`src/rtl/pc_unit_if.sv`:
```
// Fetch-control bundle between the decode/control unit (master) and pc_unit (slave).
interface pc_unit_if #(
    parameter int WIDTH = 32
);
    logic             stall;
    logic [1:0]       pc_sel;
    logic             branch_taken;
    logic [WIDTH-1:0] offset;
    logic [WIDTH-1:0] jump_target;
    logic [WIDTH-1:0] reg_target;
    logic             link;
    logic             ret;
    logic             exc_req;
    logic             eret;
    logic [WIDTH-1:0] pc_out;
    logic [WIDTH-1:0] pc_plus4;
    logic [WIDTH-1:0] epc_out;
    logic             in_exc;
    logic             addr_fault;
    logic             ras_empty;

    modport master (
        output stall, pc_sel, branch_taken, offset, jump_target, reg_target,
        output link, ret, exc_req, eret,
        input  pc_out, pc_plus4, epc_out, in_exc, addr_fault, ras_empty
    );

    modport slave (
        input  stall, pc_sel, branch_taken, offset, jump_target, reg_target,
        input  link, ret, exc_req, eret,
        output pc_out, pc_plus4, epc_out, in_exc, addr_fault, ras_empty
    );
endinterface

```
`src/rtl/pc_unit.sv`:
```
// Program-counter unit: next-PC selection, stall, misaligned-target faulting, exceptions/eret.
// Optional return-address stack is built when the macro PC_RAS_EN is defined.
module pc_unit #(
    parameter int WIDTH      = 32,
    parameter     RESET_ADDR = 0,
    parameter     EXC_VECTOR = 32'h0000_0080,
    parameter int RAS_DEPTH  = 4
) (
    input  logic       clk,
    input  logic       reset,
    pc_unit_if.slave   bus
);
    localparam logic [WIDTH-1:0] RESET_PC = WIDTH'(RESET_ADDR);
    localparam logic [WIDTH-1:0] EXC_PC   = WIDTH'(EXC_VECTOR);

    logic [WIDTH-1:0] pc_q, pc_d;
    logic [WIDTH-1:0] epc_q, epc_d;
    logic             in_exc_q, in_exc_d;
    logic             addr_fault_q, addr_fault_d;

    logic [WIDTH-1:0] pc_plus4;
    logic [WIDTH-1:0] branch_off;
    logic [WIDTH-1:0] branch_tgt;
    logic [WIDTH-1:0] candidate;
    logic [WIDTH-1:0] ras_top;
    logic             ras_hit;
    logic             fault;
    logic             take_exc;
    logic             do_eret;
    logic             ras_update;

    assign pc_plus4   = pc_q + WIDTH'(4);
    assign branch_off = bus.offset << 2;
    assign branch_tgt = pc_plus4 + branch_off;

    always_comb begin
        candidate = pc_plus4;
        case (bus.pc_sel)
            2'b00:   candidate = pc_plus4;
            2'b01:   candidate = bus.branch_taken ? branch_tgt : pc_plus4;
            2'b10:   candidate = bus.jump_target;
            default: candidate = ras_hit ? ras_top : bus.reg_target;
        endcase
    end

    // Branch targets are always word aligned, so only the jump forms can fault.
    assign fault      = bus.pc_sel[1] && (candidate[1:0] != 2'b00);
    assign take_exc   = bus.exc_req || fault;
    assign do_eret    = !take_exc && bus.eret && in_exc_q;
    assign ras_update = !take_exc && !do_eret && !bus.stall && bus.pc_sel[1];

    always_comb begin
        pc_d         = pc_q;
        epc_d        = epc_q;
        in_exc_d     = in_exc_q;
        addr_fault_d = 1'b0;
        if (take_exc) begin
            pc_d         = EXC_PC;
            in_exc_d     = 1'b1;
            addr_fault_d = fault;
            if (!in_exc_q) begin
                epc_d = pc_q;
            end
        end else if (do_eret) begin
            pc_d     = epc_q;
            in_exc_d = 1'b0;
        end else if (!bus.stall) begin
            pc_d = candidate;
        end
    end

    always_ff @(posedge clk or posedge reset) begin
        if (reset) begin
            pc_q         <= RESET_PC;
            epc_q        <= '0;
            in_exc_q     <= 1'b0;
            addr_fault_q <= 1'b0;
        end else begin
            pc_q         <= pc_d;
            epc_q        <= epc_d;
            in_exc_q     <= in_exc_d;
            addr_fault_q <= addr_fault_d;
        end
    end

`ifdef PC_RAS_EN
    localparam int PTR_W = (RAS_DEPTH > 1) ? $clog2(RAS_DEPTH) : 1;
    localparam int CNT_W = $clog2(RAS_DEPTH + 1);

    logic [WIDTH-1:0] ras_q [RAS_DEPTH];
    logic [WIDTH-1:0] ras_d [RAS_DEPTH];
    logic [PTR_W-1:0] top_q, top_d;
    logic [CNT_W-1:0] cnt_q, cnt_d;
    logic             do_pop;
    logic             do_push;
    logic [PTR_W-1:0] pop_top;
    logic [CNT_W-1:0] pop_cnt;
    logic [PTR_W-1:0] push_idx;

    function automatic logic [PTR_W-1:0] ptr_next(input logic [PTR_W-1:0] p);
        return (p == PTR_W'(RAS_DEPTH - 1)) ? '0 : p + PTR_W'(1);
    endfunction

    function automatic logic [PTR_W-1:0] ptr_prev(input logic [PTR_W-1:0] p);
        return (p == '0) ? PTR_W'(RAS_DEPTH - 1) : p - PTR_W'(1);
    endfunction

    assign ras_top = ras_q[top_q];
    assign ras_hit = bus.ret && (cnt_q != '0);
    assign do_pop  = ras_update && (bus.pc_sel == 2'b11) && ras_hit;
    assign do_push = ras_update && bus.link;

    // Pop happens before push, so link+ret replaces the top in place; a push
    // onto a full stack lands on the oldest slot because the buffer is circular.
    always_comb begin
        ras_d    = ras_q;
        pop_top  = do_pop ? ptr_prev(top_q) : top_q;
        pop_cnt  = do_pop ? cnt_q - CNT_W'(1) : cnt_q;
        push_idx = ptr_next(pop_top);
        top_d    = pop_top;
        cnt_d    = pop_cnt;
        if (do_push) begin
            ras_d[push_idx] = pc_plus4;
            top_d           = push_idx;
            if (pop_cnt != CNT_W'(RAS_DEPTH)) begin
                cnt_d = pop_cnt + CNT_W'(1);
            end
        end
    end

    always_ff @(posedge clk or posedge reset) begin
        if (reset) begin
            for (int i = 0; i < RAS_DEPTH; i++) begin
                ras_q[i] <= '0;
            end
            top_q <= '0;
            cnt_q <= '0;
        end else begin
            ras_q <= ras_d;
            top_q <= top_d;
            cnt_q <= cnt_d;
        end
    end

    assign bus.ras_empty = (cnt_q == '0);
`else
    logic unused_ras;

    assign ras_top       = '0;
    assign ras_hit       = 1'b0;
    assign unused_ras    = ^{bus.link, bus.ret, ras_update};
    assign bus.ras_empty = 1'b1;
`endif

    assign bus.pc_out     = pc_q;
    assign bus.pc_plus4   = pc_plus4;
    assign bus.epc_out    = epc_q;
    assign bus.in_exc     = in_exc_q;
    assign bus.addr_fault = addr_fault_q;
endmodule

```
`src/flat_wrapper.sv`:
```
// flat-port wrapper written by rule: the top's interface ports become plain ports
module pc_unit_flat 
#(
    parameter int WIDTH      = 32,
    parameter     RESET_ADDR = 0,
    parameter     EXC_VECTOR = 32'h0000_0080,
    parameter int RAS_DEPTH  = 4
)
  (clk, reset, bus_stall, bus_pc_sel, bus_branch_taken, bus_offset, bus_jump_target, bus_reg_target, bus_link, bus_ret, bus_exc_req, bus_eret, bus_pc_out, bus_pc_plus4, bus_epc_out, bus_in_exc, bus_addr_fault, bus_ras_empty);
  pc_unit_if #(.WIDTH(WIDTH)) bus_i ();
  input  logic clk;
  input  logic reset;
  input wire logic [$bits(bus_i.stall)-1:0] bus_stall;
  input wire logic [$bits(bus_i.pc_sel)-1:0] bus_pc_sel;
  input wire logic [$bits(bus_i.branch_taken)-1:0] bus_branch_taken;
  input wire logic [$bits(bus_i.offset)-1:0] bus_offset;
  input wire logic [$bits(bus_i.jump_target)-1:0] bus_jump_target;
  input wire logic [$bits(bus_i.reg_target)-1:0] bus_reg_target;
  input wire logic [$bits(bus_i.link)-1:0] bus_link;
  input wire logic [$bits(bus_i.ret)-1:0] bus_ret;
  input wire logic [$bits(bus_i.exc_req)-1:0] bus_exc_req;
  input wire logic [$bits(bus_i.eret)-1:0] bus_eret;
  output wire logic [$bits(bus_i.pc_out)-1:0] bus_pc_out;
  output wire logic [$bits(bus_i.pc_plus4)-1:0] bus_pc_plus4;
  output wire logic [$bits(bus_i.epc_out)-1:0] bus_epc_out;
  output wire logic [$bits(bus_i.in_exc)-1:0] bus_in_exc;
  output wire logic [$bits(bus_i.addr_fault)-1:0] bus_addr_fault;
  output wire logic [$bits(bus_i.ras_empty)-1:0] bus_ras_empty;
  assign bus_i.stall = bus_stall;
  assign bus_i.pc_sel = bus_pc_sel;
  assign bus_i.branch_taken = bus_branch_taken;
  assign bus_i.offset = bus_offset;
  assign bus_i.jump_target = bus_jump_target;
  assign bus_i.reg_target = bus_reg_target;
  assign bus_i.link = bus_link;
  assign bus_i.ret = bus_ret;
  assign bus_i.exc_req = bus_exc_req;
  assign bus_i.eret = bus_eret;
  assign bus_pc_out = bus_i.pc_out;
  assign bus_pc_plus4 = bus_i.pc_plus4;
  assign bus_epc_out = bus_i.epc_out;
  assign bus_in_exc = bus_i.in_exc;
  assign bus_addr_fault = bus_i.addr_fault;
  assign bus_ras_empty = bus_i.ras_empty;
  pc_unit #(.WIDTH(WIDTH), .RESET_ADDR(RESET_ADDR), .EXC_VECTOR(EXC_VECTOR), .RAS_DEPTH(RAS_DEPTH)) u_core (.clk(clk), .reset(reset), .bus(bus_i));
endmodule
```
`config.mk`:
```
export PLATFORM = sky130hd
export DESIGN_NAME = pc_unit_flat
export DESIGN_NICKNAME = d
export VERILOG_FILES = /design/src/rtl/pc_unit_if.sv /design/src/rtl/pc_unit.sv /design/src/flat_wrapper.sv
export SDC_FILE = /design/constraint.sdc
export NUM_CORES = 1
export LEC_CHECK = 0
export ABC_AREA = 0
export BUFFER_PORTS_ARGS = -buffer_cell sky130_fd_sc_hd__buf_2
export CAP_MARGIN = 20
export CORE_MARGIN = 2
export CORE_UTILIZATION = 30
export DETAILED_ROUTE_END_ITERATION = 8
export PLACE_DENSITY = 0.64
export SLEW_MARGIN = 10
export SYNTH_ARGS = -nofsm -noshare
export SYNTH_HDL_FRONTEND = slang
export SYNTH_SLANG_ARGS = --single-unit
export TNS_END_PERCENT = 50
```
`constraint.sdc`:
```
create_clock -name clk -period 5.25 [get_ports clk]
set_input_delay 0.7875 -clock clk [delete_from_list [all_inputs] [get_ports clk]]
set_output_delay 0.7875 -clock clk [all_outputs]
set_load 0.03 [all_outputs]
```
Word level (Yosys, flattened, before mapping)
Cells that the tools add are included.

operators by class
  $add $sub $neg = 2
  eq/ne operators = 3
  muxes and demuxes = 8
  bitwise logic cells = 1
  reductions and logical operators = 9

operators with widths
  cell                                                                   count
  32-bit two-way mux                                                     4
  32-bit case mux with 3 select lines                                    1
  32-bit by 3-bit adder with 32-bit output, second input constant        1
  32-bit adder                                                           1
  2-bit nonzero test                                                     2
  1-bit logical AND                                                      3
  1-bit two-way mux                                                      3
  3-bit by 1-bit != test with 1-bit output, second input constant        1
  2-bit by 1-bit equality test with 1-bit output, second input constant  1
  2-bit equality test, second input constant                             1
  2-bit zero test                                                        1
  2-bit AND reduction                                                    1
  1-bit zero test                                                        1
  1-bit logical OR                                                       1
  1-bit NOT                                                              1

storage, ports and cells
  bits in registers = 66
  input bits = 106
  output and inout bits = 99
  logic and storage cells = 27

Logic depth before layout (Yosys ltp)
  depth in word-level cells = 12
  gate-level depth with buffers = 17
  depth with buffers taken out = 16

Worst setup path before layout
No wires, ideal clock.

  kind = flip-flop to flip-flop
  from = register u_core.pc_q[3] (netlist: u_core.bus.pc_out[3])
  to = register u_core.pc_q[31] (netlist: u_core.bus.pc_out[31])
  setup time = 0.128 ns
  arrival = 4.142 ns
  data required time = 5.122 ns
  slack = 0.981 ns
  stages on the path, launching flop included = 18
  path buffers = 1
  period minus slack after synthesis = 4.269 ns
  path through = dfrtp_1 > ha_1 > nand3_1 > nor2_1 > nand3_1 > nor2_1 > nand3_1 > xnor2_1 > ha_1 > clkbuf_1 > a21oi_1 > o21ai_0 > o31ai_1 > a21oi_1 > a311oi_1 > mux2i_1 > mux2i_1 > nand2_1

on the way
  word-level cells in the longest chain between the ends = 7

RTL lines
  item                                      line                RTL
  from (decl)                               pc_unit.sv:16       logic [WIDTH-1:0] pc_q, pc_d;
  from (signal assigned)                    pc_unit.sv:79       pc_q <= pc_d;
  32-bit by 3-bit adder with 32-bit output  pc_unit.sv:32       assign pc_plus4 = pc_q + WIDTH'(4);
  via bus_pc_plus4[24]                      flat_wrapper.sv:24  output wire logic [$bits(bus_i.pc_plus4)-1:0] bus_pc_plus4;
  32-bit adder                              pc_unit.sv:34       assign branch_tgt = pc_plus4 + branch_off;
  32-bit two-way mux                        pc_unit.sv:40       2'b01: candidate = bus.branch_taken ? branch_tgt : pc_plus4;
  32-bit case mux with 3 select lines       pc_unit.sv:38       case (bus.pc_sel)
  32-bit two-way mux                        pc_unit.sv:67       end else if (!bus.stall) begin
  32-bit two-way mux                        pc_unit.sv:64       end else if (do_eret) begin
  32-bit two-way mux                        pc_unit.sv:57       if (take_exc) begin

The timed path passes the listed nets, and every way through them passes these cells. The select of a mux whose other input is x is not followed.
A chain may end at the register's enable or synchronous reset.

Worst setup path after layout
  from = register u_core.pc_q[2] (netlist: u_core.bus.pc_out[2])
  to = register u_core.pc_q[31] (netlist: u_core.bus.pc_out[31])

on the way
  word-level cells in the longest chain between the ends = 7

RTL lines
  item                                          line
  32-bit by 3-bit adder with 32-bit output (*)  pc_unit.sv:32
  32-bit adder                                  pc_unit.sv:34
  32-bit two-way mux                            pc_unit.sv:40
  32-bit case mux with 3 select lines (*)       pc_unit.sv:38
  32-bit two-way mux (*)                        pc_unit.sv:67
  32-bit two-way mux (*)                        pc_unit.sv:64
  32-bit two-way mux (*)                        pc_unit.sv:57

Mark *: on every way between the ends. The rest lies on a longest branch, timed or not. The select of a mux whose other input is x is not followed.

==> results.md <==
* Gates resized, CTS repair at 0
* Yosys top cell area share at 0.286
* Adder-Cell Fraction of Synth Area at 0.0771
* Measured slew at the worst slew-check pin at 1060 ps
* Area grow syn2layout at 26.4%
* Avg Synthesized Cell Area at 8.44 um2
* Nets at 1008
* Post-synth top area cell: dfrtp_1
* Status: finished clean
* Detailed Routing Iterations Pass 1 at 5
* Initial DRC Count at 387
* Post-layout power at 1.77 mW
* Post-synthesis cell type count at 65
* Via density at 5.41
* CTS Buf Count at 9
* Synthesized cell area at 0.00577 mm2
* Clock skew at 7.29 ps
* Post-route ant nets at 0
* Slew Viols, Final at 0
* Register area share after synthesis at 0.286
* Critical Path Max Stage Delay at 440 ps
* Worst-path clk slew at 60 ps
* Starting density of the core at 0.308
* DR DRC count at 0
* Hpwl dp at 16.3 mm
* Max H-tree Level at 3
* CP Data Arrival Time at 4540 ps
* Worst-path cell chain: ha_1, nand3_1, nor2_1, nand3_1, nor2_1, nand3_1, xnor2_1, ha_1, a21oi_1, o21ai_0, o31ai_1, a21oi_1, a311oi_1, mux2i_1, mux2i_1, nand2_1
* Crit-path slowest cell: dfrtp_1
* Minimum clock period at 4320 ps
* Max-cap violations at 0
* Most common cell on crit path: nand3_1
* Final setup fails at 0
* Lkg Pwr at 3.68 nW
* Final Hold Vio Count at 0
* Xor and xnor fraction of the mapped netlist area at 0.0771
* Final worst path period share at 0.823
* Die area at 0.0204 mm2
* Vias at 5990
* Vias in the first global route at 5600
* Synth Instances at 684
* TritonCTS clock tree: done
* Mapped Nets at 825
* Mux cell area share after synthesis at 0.119
* Worst skew pair latency at 330 ps
* CORE AREA at 0.0188 mm2
* Clock sinks at 66
* Layout cells sized above 1 at 0.317
* Gr usage total at 0.199
* Chip Height at 143 um
* Initial antenna violation count at 2
* Clock root cell: clkbuf_16
* Post-Synth Simple-Gate Area at 0.190
* EDFF count, synth at 0
* Grt ovf at 0
* Unrepaired setup endpoints after global routing: false
* WL/cell at 18.8 um
* Warnings, synthesis at 0
* CP Class: reg -> reg
* Largest net degree at the start of global routing at 67
* First-pass GRT wire length at 31.1 mm
* Fillcell total at 1991
* FMAX at 231 MHz
* Clk buf depth at 2
* PD cells at 243 mW/mm2
* Num ports at 205
* Setup crit end kind: flip-flop
* Min-Delay Path Class: reg -> reg
* Synth Area in Compound Gates at 0.214
* Detailed Route WL at 20.8 mm
* Worst reg2reg setup slack at 930 ps
* Synth Register Bits at 66
* Worst rel slew slack at 0.289
* Die W at 143 um
* CP Data Required Time at 5470 ps
* Largest family of logic cells by synthesized area: compound AO/OA/AOI/OAI gates
* Final Util at 0.389
* Dominant synthesized flop cell: dfrtp_1
* CP startpoint kind: flip-flop
* Number of setup buffers added after CTS at 0
* Setup TNS at 0 ps
* Asr flop ratio synth at 1.00
* Worst Hold Margin at 524 ps
* Post-CTS Hold Buffers at 0
* Critical path peak fanout at 6
* VDD IR-drop max at 180 uV
* Gpl congestion at 0.909
* PortBufs at 199
* Synth top area cells: dfrtp_1 (29%), mux2_2 (7.4%), ha_1 (7.4%)
* Row cnt at 50
-- power breakdown --
group	total, mW	leakage (nW)	internal [mW]	switching [mW]
registers	0.590	0.891	0.547	0.0432
clock network	0.614	0.145	0.393	0.221
logic	0.568	2.64	0.205	0.364
total	1.77	3.68	1.14	0.628
-- placed cells by master, fill, tap and decap left out, types with 26 or more instances in the layout --
master | Yosys | layout
nand2_1 | 70 | 70
dfrtp_1 | 66 | 66
ha_1 | 34 | 34
nor2_1 | 47 | 46
buf_2 | 6 | 199
o21ai_0 | 44 | 44
xnor2_1 | 31 | 31
mux2_2 | 38 | 38
a21oi_1 | 60 | 60
mux2i_1 | 26 | 26
-- critical path: cells and delay by family (launching register included) --
kind	cells	cell delay (ps)
simple gates	6	1160
fa+ha+maj	2	590
compound gates	5	1160
xor+xnor	1	280
mux	2	600
flops	1	440
-- cells by family (layout without fill, tap and decap cells) --
kind of cell / Yosys count / count (layout)
buffers and inverters: 49 / 237
multiplexers: 64 / 64
flip-flops: 66 / 66
XOR/XNOR: 50 / 50
AO/OA/AOI/OAI: 195 / 195
adder cells (fa/ha/maj): 35 / 35
AND/OR/NAND/NOR: 224 / 224
other: 1 / 2
-- area by class of cell --
class / instances / area, um2 / area share
multi-input cells: 569 / 3930 / 0.538
flip-flops and latches: 66 / 1650 / 0.226
repair buffers: 210 / 1080 / 0.148
well taps: 234 / 293 / 0.0401
clock buffers: 12 / 256 / 0.0351
clock inverters: 4 / 50.0 / 0.00686
inverters: 11 / 41.3 / 0.00566
diodes: 1 / 2.50 / 0.000343
-- cell usage after synthesis (11+ instances only) --
| master | number |
|---|---|
| dfrtp_1 | 66 |
| xor2_1 | 18 |
| mux2i_1 | 26 |
| inv_1 | 11 |
| nand3_1 | 20 |
| xnor2_1 | 31 |
| o21ai_0 | 44 |
| nor2_1 | 47 |
| a21oi_1 | 60 |
| nand2_1 | 70 |
| mux2_2 | 38 |
| and3_1 | 17 |
| nor3_1 | 24 |
| a211oi_1 | 14 |
| clkbuf_1 | 23 |
| ha_1 | 34 |
| a21o_1 | 16 |
-- through the flow --
stage,worst slack [ps],cell area (um2),std cells
2_1_floorplan,981,5770,684
3_3_place_gp,1050,6990,1090
3_5_place_dp,1000,6990,1090
4_1_cts,992,7300,1106
5_1_grt,580,7300,1107
6_report,929,7300,1107
-- routing by layer --
| metal | up-vias | share of wire | routed length [um] | track usage |
|---|---|---|---|---|
| met5 | - | 0.00053 | 11 | 0 |
| met4 | 2 | 0.028 | 578 | 0.0719 |
| met3 | 34 | 0.067 | 1390 | 0.0399 |
| met2 | 212 | 0.45 | 9300 | 0.305 |
| met1 | 2858 | 0.46 | 9510 | 0.278 |
| li1 | 2884 | - | - | - |
-- registers in the layout, summed over array words and instances (netlist names) --
name and flops:
u_core.bus.epc_out 32, u_core.bus.pc_out 32, u_core.bus.addr_fault 1, u_core.bus.in_exc 1
-- worst paths after layout --
check	endpoint	startpoint	cells past startpoint
max	u_core.bus.pc_out[31]$_DFFE_PP0P_	u_core.bus.pc_out[2]$_DFFE_PP0P_	16
min	u_core.bus.epc_out[21]$_DFFE_PP0P_	u_core.bus.epc_out[21]$_DFFE_PP0P_	1
max reg2reg	u_core.bus.pc_out[31]$_DFFE_PP0P_	u_core.bus.pc_out[2]$_DFFE_PP0P_	16
min reg2reg	u_core.bus.epc_out[21]$_DFFE_PP0P_	u_core.bus.epc_out[21]$_DFFE_PP0P_	1
max in group asynchronous	u_core.bus.pc_out[4]$_DFFE_PP0P_	reset	3
min in group asynchronous	u_core.bus.epc_out[27]$_DFFE_PP0P_	reset	3
(Power assumes the default switching activity.)
